===== config.mk =====
export PLATFORM = sky130hd
export DESIGN_NAME = somador_serial
export DESIGN_NICKNAME = d
export VERILOG_FILES = /design/src/rtl/somador_pkg.sv /design/src/rtl/somador_digito.sv /design/src/rtl/somador_serial.sv
export SDC_FILE = /design/constraint.sdc
export NUM_CORES = 1
export LEC_CHECK = 0
export BUFFER_PORTS_ARGS = -buffer_cell sky130_fd_sc_hd__buf_2
export CAP_MARGIN = 5
export CORE_MARGIN = 5
export CORE_UTILIZATION = 50
export DETAILED_ROUTE_END_ITERATION = 6
export PLACE_DENSITY = 0.78
export SYNTH_ARGS = -nofsm -noshare
export SYNTH_HDL_FRONTEND = slang
export SYNTH_SLANG_ARGS = --single-unit

===== constraint.sdc =====
create_clock -name clk -period 1.95 [get_ports clk]
set_input_delay 0 -clock clk [delete_from_list [all_inputs] [get_ports clk]]
set_output_delay 0 -clock clk [all_outputs]
set_load 0.005 [all_outputs]

===== src/rtl/somador_pkg.sv =====
// Shared definitions for the serial adder/subtractor: state encoding, derived
// sizes and the WIDTH/DIGIT legality rule.
package somador_pkg;

   typedef enum logic {
      IDLE = 1'b0,
      RUN  = 1'b1
   } estado_t;

   // Number of DIGIT-bit slices in a WIDTH-bit word (guarded against DIGIT=0).
   function automatic int unsigned calc_ndig(input int unsigned width,
                                             input int unsigned digit);
      return (digit == 0) ? 1 : width / digit;
   endfunction

   // Digit counter width, never narrower than one bit.
   function automatic int unsigned calc_cw(input int unsigned ndig);
      return (ndig > 1) ? $clog2(ndig) : 1;
   endfunction

   function automatic bit params_ok(input int unsigned width,
                                    input int unsigned digit);
      return (digit >= 1) && (digit <= width) && ((width % digit) == 0);
   endfunction

endpackage


===== src/rtl/somador_digito.sv =====
// Combinational DIGIT-bit ripple adder slice; also exposes the carry into its
// most significant bit so the caller can derive signed overflow.
module somador_digito #(
   parameter int unsigned DIGIT = 4
) (
   input  logic [DIGIT-1:0] a,
   input  logic [DIGIT-1:0] b,
   input  logic             cin,
   output logic [DIGIT-1:0] s,
   output logic             cout,
   output logic             cmsb
);

   always_comb begin
      logic cy;
      cy   = cin;
      cmsb = 1'b0;
      s    = '0;
      for (int i = 0; i < DIGIT; i++) begin
         cmsb = cy;
         s[i] = a[i] ^ b[i] ^ cy;
         cy   = (a[i] & b[i]) | (cy & (a[i] ^ b[i]));
      end
      cout = cy;
   end

endmodule


===== src/rtl/somador_serial.sv =====
// Multi-cycle adder/subtractor: processes one DIGIT-bit slice per clock, LSB
// first, through a single shared slice adder framed by start/busy/done.
module somador_serial
   import somador_pkg::*;
#(
   parameter int unsigned WIDTH = 16,
   parameter int unsigned DIGIT = 4
) (
   input  logic             clk,
   input  logic             rst_n,
   input  logic             start,
   input  logic             sub,
   input  logic [WIDTH-1:0] A,
   input  logic [WIDTH-1:0] B,
   input  logic             Cin,
   output logic             busy,
   output logic             done,
   output logic [WIDTH-1:0] S,
   output logic             Cout,
   output logic             ovf
);

   localparam int unsigned NDIG = calc_ndig(WIDTH, DIGIT);
   localparam int unsigned CW   = calc_cw(NDIG);

   generate
      if (!params_ok(WIDTH, DIGIT)) begin : g_bad_params
         $fatal(1, "somador_serial: WIDTH must be a positive multiple of DIGIT");
      end
   endgenerate

   estado_t          state, state_n;
   logic [CW-1:0]    cnt, cnt_n;
   logic [WIDTH-1:0] opa, opa_n;
   logic [WIDTH-1:0] opb, opb_n;
   logic [WIDTH-1:0] psum, psum_n, psum_sh;
   logic             carry, carry_n;
   logic [WIDTH-1:0] s_n;
   logic             cout_n, ovf_n, done_n;

   logic [DIGIT-1:0] dig_s;
   logic             dig_co, dig_cm;

   somador_digito #(.DIGIT(DIGIT)) u_digito (
      .a    (opa[DIGIT-1:0]),
      .b    (opb[DIGIT-1:0]),
      .cin  (carry),
      .s    (dig_s),
      .cout (dig_co),
      .cmsb (dig_cm)
   );

   // New sum digit enters at the MSB end so the word is aligned after NDIG shifts.
   assign psum_sh = (psum >> DIGIT) | (WIDTH'(dig_s) << (WIDTH - DIGIT));

   assign busy = (state == RUN);

   always_ff @(posedge clk or negedge rst_n) begin
      if (!rst_n) begin
         state <= IDLE;
         cnt   <= '0;
         opa   <= '0;
         opb   <= '0;
         psum  <= '0;
         carry <= 1'b0;
         S     <= '0;
         Cout  <= 1'b0;
         ovf   <= 1'b0;
         done  <= 1'b0;
      end else begin
         state <= state_n;
         cnt   <= cnt_n;
         opa   <= opa_n;
         opb   <= opb_n;
         psum  <= psum_n;
         carry <= carry_n;
         S     <= s_n;
         Cout  <= cout_n;
         ovf   <= ovf_n;
         done  <= done_n;
      end
   end

   always_comb begin
      state_n = state;
      cnt_n   = cnt;
      opa_n   = opa;
      opb_n   = opb;
      psum_n  = psum;
      carry_n = carry;
      s_n     = S;
      cout_n  = Cout;
      ovf_n   = ovf;
      done_n  = 1'b0;

      case (state)
         IDLE: begin
            // Subtraction is A + ~B + ~borrow, so B and Cin are inverted on entry.
            if (start) begin
               opa_n   = A;
               opb_n   = B ^ {WIDTH{sub}};
               carry_n = Cin ^ sub;
               cnt_n   = '0;
               state_n = RUN;
            end
         end
         RUN: begin
            opa_n   = opa >> DIGIT;
            opb_n   = opb >> DIGIT;
            carry_n = dig_co;
            psum_n  = psum_sh;
            cnt_n   = cnt + CW'(1);
            if (cnt == CW'(NDIG - 1)) begin
               s_n     = psum_sh;
               cout_n  = dig_co;
               ovf_n   = dig_co ^ dig_cm;
               done_n  = 1'b1;
               state_n = IDLE;
            end
         end
         default: state_n = IDLE;
      endcase
   end

endmodule


==> impl_results.md, run 1 <==
* Die X at 88.4 um
* Measured slew at the worst slew-check pin at 576 ps
* Worst setup SP type: flip-flop
* MaxCap Viol Count at 0
* Crit path DAT at 2350 ps
* Mapped Area at 3070 um^2
* Yosys Warn Count at 0
* TritonCTS Sinks at 67
* Setup TNS at -695 ps
* # IOs at 57
* Grt met1 use at 22.2%
* Crit path max-delay family: adder cells
* Total global-route track usage at 16.9%
* Failing checks: setup timing
* Die H at 88.4 um
* Largest net degree at the start of global routing at 33
* Worst path slowest cell: dfrtp_1
* Final worst slack at -182 ps
* Crit Path Category: flip-flop to flip-flop
* Clock skew at 9.52 ps
* Pwr/cell area at 1390 nW/um^2
* Met3 Use GR at 3.82%
* GR Overflow Total at 0
* Remaining antenna violation count at 0
* Max Slew Vio Count at 0
* Final hold slack at 2.73 ps
* H-tree lvl count at 3
* Root Buffer: clkbuf_8
* DR WL/cell at 14.2 um
* Leakage at 1.93 nW
* Number of cell rows at 28
* Unrepaired setup endpoints after global routing: true
* Post-synthesis sequential area ratio at 54.5%
* Filler cells at 483
* Synthesis-stage register bit count at 67
* Final setup fails at 5
* Count of cell types in the netlist at 27
* Outcome: finished, violations left
* First-pass GRT wire length at 10100 um
* Fraction of layout cells with a size suffix above 1 at 36.1%
* Synth Instances at 240
* Via count at 2046
* Num CTS Buffers at 9
* Tmin final at 2130 ps
* DRC viols at 0
* Maximum vdd drop at 0.709 mV
* First DRT Iteration DRCs at 72
* Syn_area_per_cell at 12.8 um^2
* CP Buf/Inv Count at 3
* Ant diodes at 0
* Critical Path Fanout Max at 3
* CTS tree: built
* Clk slew on worst S/H paths at 70 ps
* Top Usage Layer GRT: met2
* CP max stage delay at 410 ps
* Syn_nets at 282
* Hold Vio Cnt, Final at 0
* Drt pass-1 iters at 4
* Skew-Pair Late Insertion Delay at 340 ps
* Setup crit end kind: flip-flop
* CP required at 2170 ps
* Synth-to-Final Area Change at 26.2%
* Initial Util at 51.6%
* F_max at 0.469 GHz
* Hold Crit Class: input pin to flip-flop
* CP Cell Sequence: fa_2, inv_2, fa_2, inv_2, fa_2, inv_2, fa_2, xnor2_1, mux2_2
* Final net count at 367
* Core footprint at 5960 um^2
* Total power at 5.38 mW
* Vias in the first global route at 2119
* Antenna violations before repair at 0
* Period utilization at 109%
* Most used cell, CP: fa_2
* Routed WL at 5770 um
* Placer congestion estimate at 0.812
* Via-to-Cell Ratio at 5.05
* Final HPWL DP at 4070 um
* Die Area at 7820 um^2
* Clk buf depth at 2
* Slew headroom at 61.6%
* Routing usage on met2 at 26.4%
* I/O Buffers at 56
[what timing repair did]
item / 4_1_cts / 5_1_grt
pin swaps: 1 / 0
hold endpoints to repair: 45 / 0
gates resized for setup: 0 / 0
hold buffers: 22 / 0
endpoints found under the setup margin: 4 / 5
setup buffers: 3 / 0
[registers in the layout, summed over array words and instances (netlist names)]
signal,count
Cout,1
S,16
busy,1
carry,1
cnt,2
done,1
opa,16
opb,16
ovf,1
psum,12
[power by group]
group	switching [mW]	internal (mW)
clock network	0.528	0.757
registers	0.387	1.96
logic	0.731	1.02
[synth_stat cells]
master    number  area share, %
a221o_1        8            2.6
o21ai_0       12            2.0
mux2i_1       22            7.2
xor2_1         8            2.3
or3b_1         5            1.4
buf_2          9            1.5
nand2b_1       2           0.41
mux2_4         6            2.9
mux2_2        19            7.0
nor2_1         8           0.98
ha_1           1           0.41
a22o_1         1           0.28
o211ai_1       5            1.2
nand2_1       17            2.1
dfrtp_1       67             55
inv_1         13            1.6
buf_12         1           0.65
fa_1           4            2.6
nor2_2         1           0.20
xnor2_1       10            2.8
nand2_4        1           0.37
a21oi_1        1           0.16
a211oi_1       4           0.98
and2_1         7            1.4
buf_4          1           0.24
nor2b_1        2           0.41
buf_6          5            1.8
[worst register-to-register path: stages (launching register included)]
cell and delay [ps]:
dfrtp_1 410, fa_2 390, inv_2 60, fa_2 190
inv_2 40, fa_2 340, inv_2 60, fa_2 220
xnor2_1 70, mux2_2 260
[path summary, 6_finish.rpt]
check	start	to	slack [ps]	depth (start not counted)
min in group asynchronous	rst_n	done	190	2
hold / removal	A[6]	opa[6]	3	3
setup reg to reg	opa[0]	ovf	-180	9
max in group asynchronous	rst_n	psum[6]	1050	4
hold reg to reg	opa[12]	opa[8]	490	2
setup / recovery	opa[0]	ovf	-180	9
[cell usage in the layout, fill, tap and decap left out, drive strengths merged]
cell	n
dfrtp	67
xor2	8
mux2	25
nor2	9
ha	1
and2	7
a22o	1
clkinv	3
a211oi	4
bufinv	2
buf	68
inv	14
xnor2	10
o21ai	12
a221o	8
nand2	18
clkbuf	10
nand2b	2
nor2b	2
mux2i	22
o211ai	5
a21oi	1
dlygate4sd3	22
or3b	5
fa	4
[per-stage QoR]
step	setup slack (ps)	instances	instance area [um^2]	utilization [%]
final	-182	405	3880	65.1
after global routing	-280	405	3880	65.1
after CTS	-189	405	3880	65.1
after detailed placement	-219	364	3410	57.3
after global placement	-163	364	3410	57.3
after floorplan	-121	240	3080	-
[layer usage]
| metal | wire (um) | part of all wire, % | up-vias |
|---|---|---|---|
| met2 | 2720 | 47 | 52 |
| met5 | 0 | 0 | - |
| li1 | - | - | 994 |
| met3 | 309 | 5.4 | 15 |
| met1 | 2570 | 45 | 985 |
| met4 | 163 | 2.8 | 0 |
[area by class of cell]
cell class,instances,area (um^2),share of cell area (%)
Clock buffer,10,138,3.55
Inverter,13,48.8,1.26
Tap cell,75,93.8,2.42
Sequential cell,67,1680,43.3
Multi-Input combinational cell,144,1230,31.7
Clock inverter,6,87.6,2.26
Timing Repair Buffer,90,603,15.5
[kinds of logic after synthesis]
kind of cell    after synthesis  share of synthesized area (%)
xor+xnor                     18                           5.13
flops                        67                           54.5
fa+ha+maj                     5                           3.01
buf+inv                      29                           5.78
compound gates               31                           7.20
simple gates                 43                           7.29
mux                          47                           17.1
No activity file was read; power rests on OpenSTA's default activity.
==> inputs of run 2 (changes only) <==
--- a/config.mk
+++ b/config.mk
@@ -10,6 +10,7 @@
 export CORE_MARGIN = 5
 export CORE_UTILIZATION = 50
 export DETAILED_ROUTE_END_ITERATION = 6
+export HOLD_SLACK_MARGIN = 0.08
 export PLACE_DENSITY = 0.78
 export SYNTH_ARGS = -nofsm -noshare
 export SYNTH_HDL_FRONTEND = slang
==> run 2 against run 1 <==
- the flow still finishes with violations (setup timing)
- largest power group unchanged
- clock power hardly changed
- via count rose by 1.7%
- combinational power is essentially flat
- final area is 1.8% higher
- register-to-register slack about the same
- die area did not move
- sequential share of layout area down 0.77 points
- worst hold slack gained 90 ps
- non-clock buffer count increased by 7
- critical path type unchanged
- worst setup slack lost 1.4 ps
- highest routed layer unchanged
==> impl_results.md, run 2 (synthesized netlist as in run 1, its figures left out) <==
* Leakage at 1.96 nW
* Via-to-Cell Ratio at 5.05
* Final Util at 66.3%
* Die X at 88.4 um
* Pwr/cell area at 1370 nW/um^2
* Largest net degree at the start of global routing at 33
* DR WL/cell at 14.2 um
* Fraction of layout cells with a size suffix above 1 at 35.3%
* TritonCTS Sinks at 67
* # IOs at 57
* Die H at 88.4 um
* Maximum vdd drop at 0.708 mV
* Remaining antenna violation count at 0
* Clock skew at 9.99 ps
* Antenna violations before repair at 0
* Max Slew Vio Count at 0
* CTS tree: built
* Setup WS pre-CTS at -219 ps
* Slew headroom at 61.5%
* Largest regs: S (16), opa (16), opb (16)
* Vias in the first global route at 2116
* Outcome: finished, violations left
* Root Buffer: clkbuf_8
* First DRT Iteration DRCs at 47
* MaxCap Viol Count at 0
* Clk buf depth at 2
* Commonest non-fill, non-tap cell in the layout: dfrtp_1
* GR Overflow Total at 0
* Worst setup SP type: flip-flop
* Placed Instances at 364
* Drt pass-1 iters at 4
* Skew-Pair Late Insertion Delay at 340 ps
* Most frequent cells in the layout: dfrtp_1, buf_2, dlygate4sd3_1
* Tmin final at 2130 ps
* Final HPWL DP at 4070 um
* Clk slew on worst S/H paths at 70 ps
* Crit path DAT at 2350 ps
* DRC viols at 0
* First-pass GRT wire length at 10200 um
* Failing checks: setup timing
* I/O Buffers at 56
* Crit Path Category: flip-flop to flip-flop
* Routed WL at 5840 um
* Placer congestion estimate at 0.812
* Setup crit end kind: flip-flop
* Number of cell rows at 28
* Synth-to-Final Area Change at 28.4%
* Hold Crit Class: input pin to flip-flop
* Ant diodes at 0
* F_max at 0.469 GHz
* Total global-route track usage at 17.0%
* Unrepaired setup endpoints after global routing: true
* H-tree lvl count at 3
* Die Area at 7820 um^2
* Num CTS Buffers at 9
* Final worst slack at -184 ps
* Via count at 2080
* Initial Util at 51.6%
* Hold Vio Cnt, Final at 0
* Measured slew at the worst slew-check pin at 578 ps
* Critical Path Fanout Max at 3
* Period utilization at 109%
* CP required at 2170 ps
* Core footprint at 5960 um^2
* Final net count at 374
* CTS resizes at 0
* Post-Layout Cell Count at 412
* Setup TNS at -698 ps
* Final setup fails at 5
==> run 2: changes by cell type in the layout (fill, tap and decap cells not counted) <==
cell,change
dlygate4sd3_1,+7
==> run 2: path summary, 6_finish.rpt <==
path / cells past startpoint / slack [ps] / to / from
worst min-delay path: 3 / 90 / opb[2] / B[2]
worst max-delay path: 9 / -180 / ovf / opa[0]
worst max register to register: 9 / -180 / ovf / opa[0]
max in group asynchronous: 4 / 1050 / psum[8] / rst_n
min in group asynchronous: 2 / 190 / done / rst_n
worst min register to register: 2 / 490 / opa[8] / opa[12]
==> run 2: layout make-up <==
type                    instances  area, um^2
flip-flops and latches         67        1680
clock inverters                 6        87.6
inverters                      13        48.8
multi-input cells             144        1230
repair buffers                 97         673
fillers                       472        2010
clock buffers                  10         138
well taps                      75        93.8
==> run 2: through the flow <==
step	power (mW)	hold slack, ps	instance area, um^2
2_1_floorplan	3.57	-296	3080
3_3_place_gp	3.99	24.2	3410
3_5_place_dp	4.09	37.0	3410
4_1_cts	5.47	88.2	3950
5_1_grt	5.80	89.3	3950
6_report	5.39	92.7	3950
==> run 2: metal layers <==
metal,GRT usage [%],vias to the layer above,share of wire (%),routed length [um]
li1,-,1009,-,-
met1,22.5,1001,44,2570
met2,26.4,55,48,2780
met3,3.91,15,5.8,341
met4,8.38,0,2.5,146
met5,0,-,0,0
==> run 2: repair_timing <==
action / CTS / global route
hold buffers: 29 / 0
setup endpoints to repair: 4 / 5
endpoints found under the hold margin: 64 / 0
pin swaps: 1 / 0
setup buffers: 3 / 0
==> run 2: power by group <==
| group | internal, mW | switching (mW) | total, mW | leakage, nW |
|---|---|---|---|---|
| Sequential | 1.96 | 0.385 | 2.35 | 0.863 |
| Clock | 0.757 | 0.528 | 1.28 | 0.117 |
| Combinational | 1.02 | 0.734 | 1.76 | 0.976 |
==> run 2: critical path, stage by stage, from the launching register on <==
cell and delay (ps):
dfrtp_1 410, fa_2 390, inv_2 60, fa_2 190
inv_2 40, fa_2 340, inv_2 60, fa_2 220
xnor2_1 70, mux2_2 260
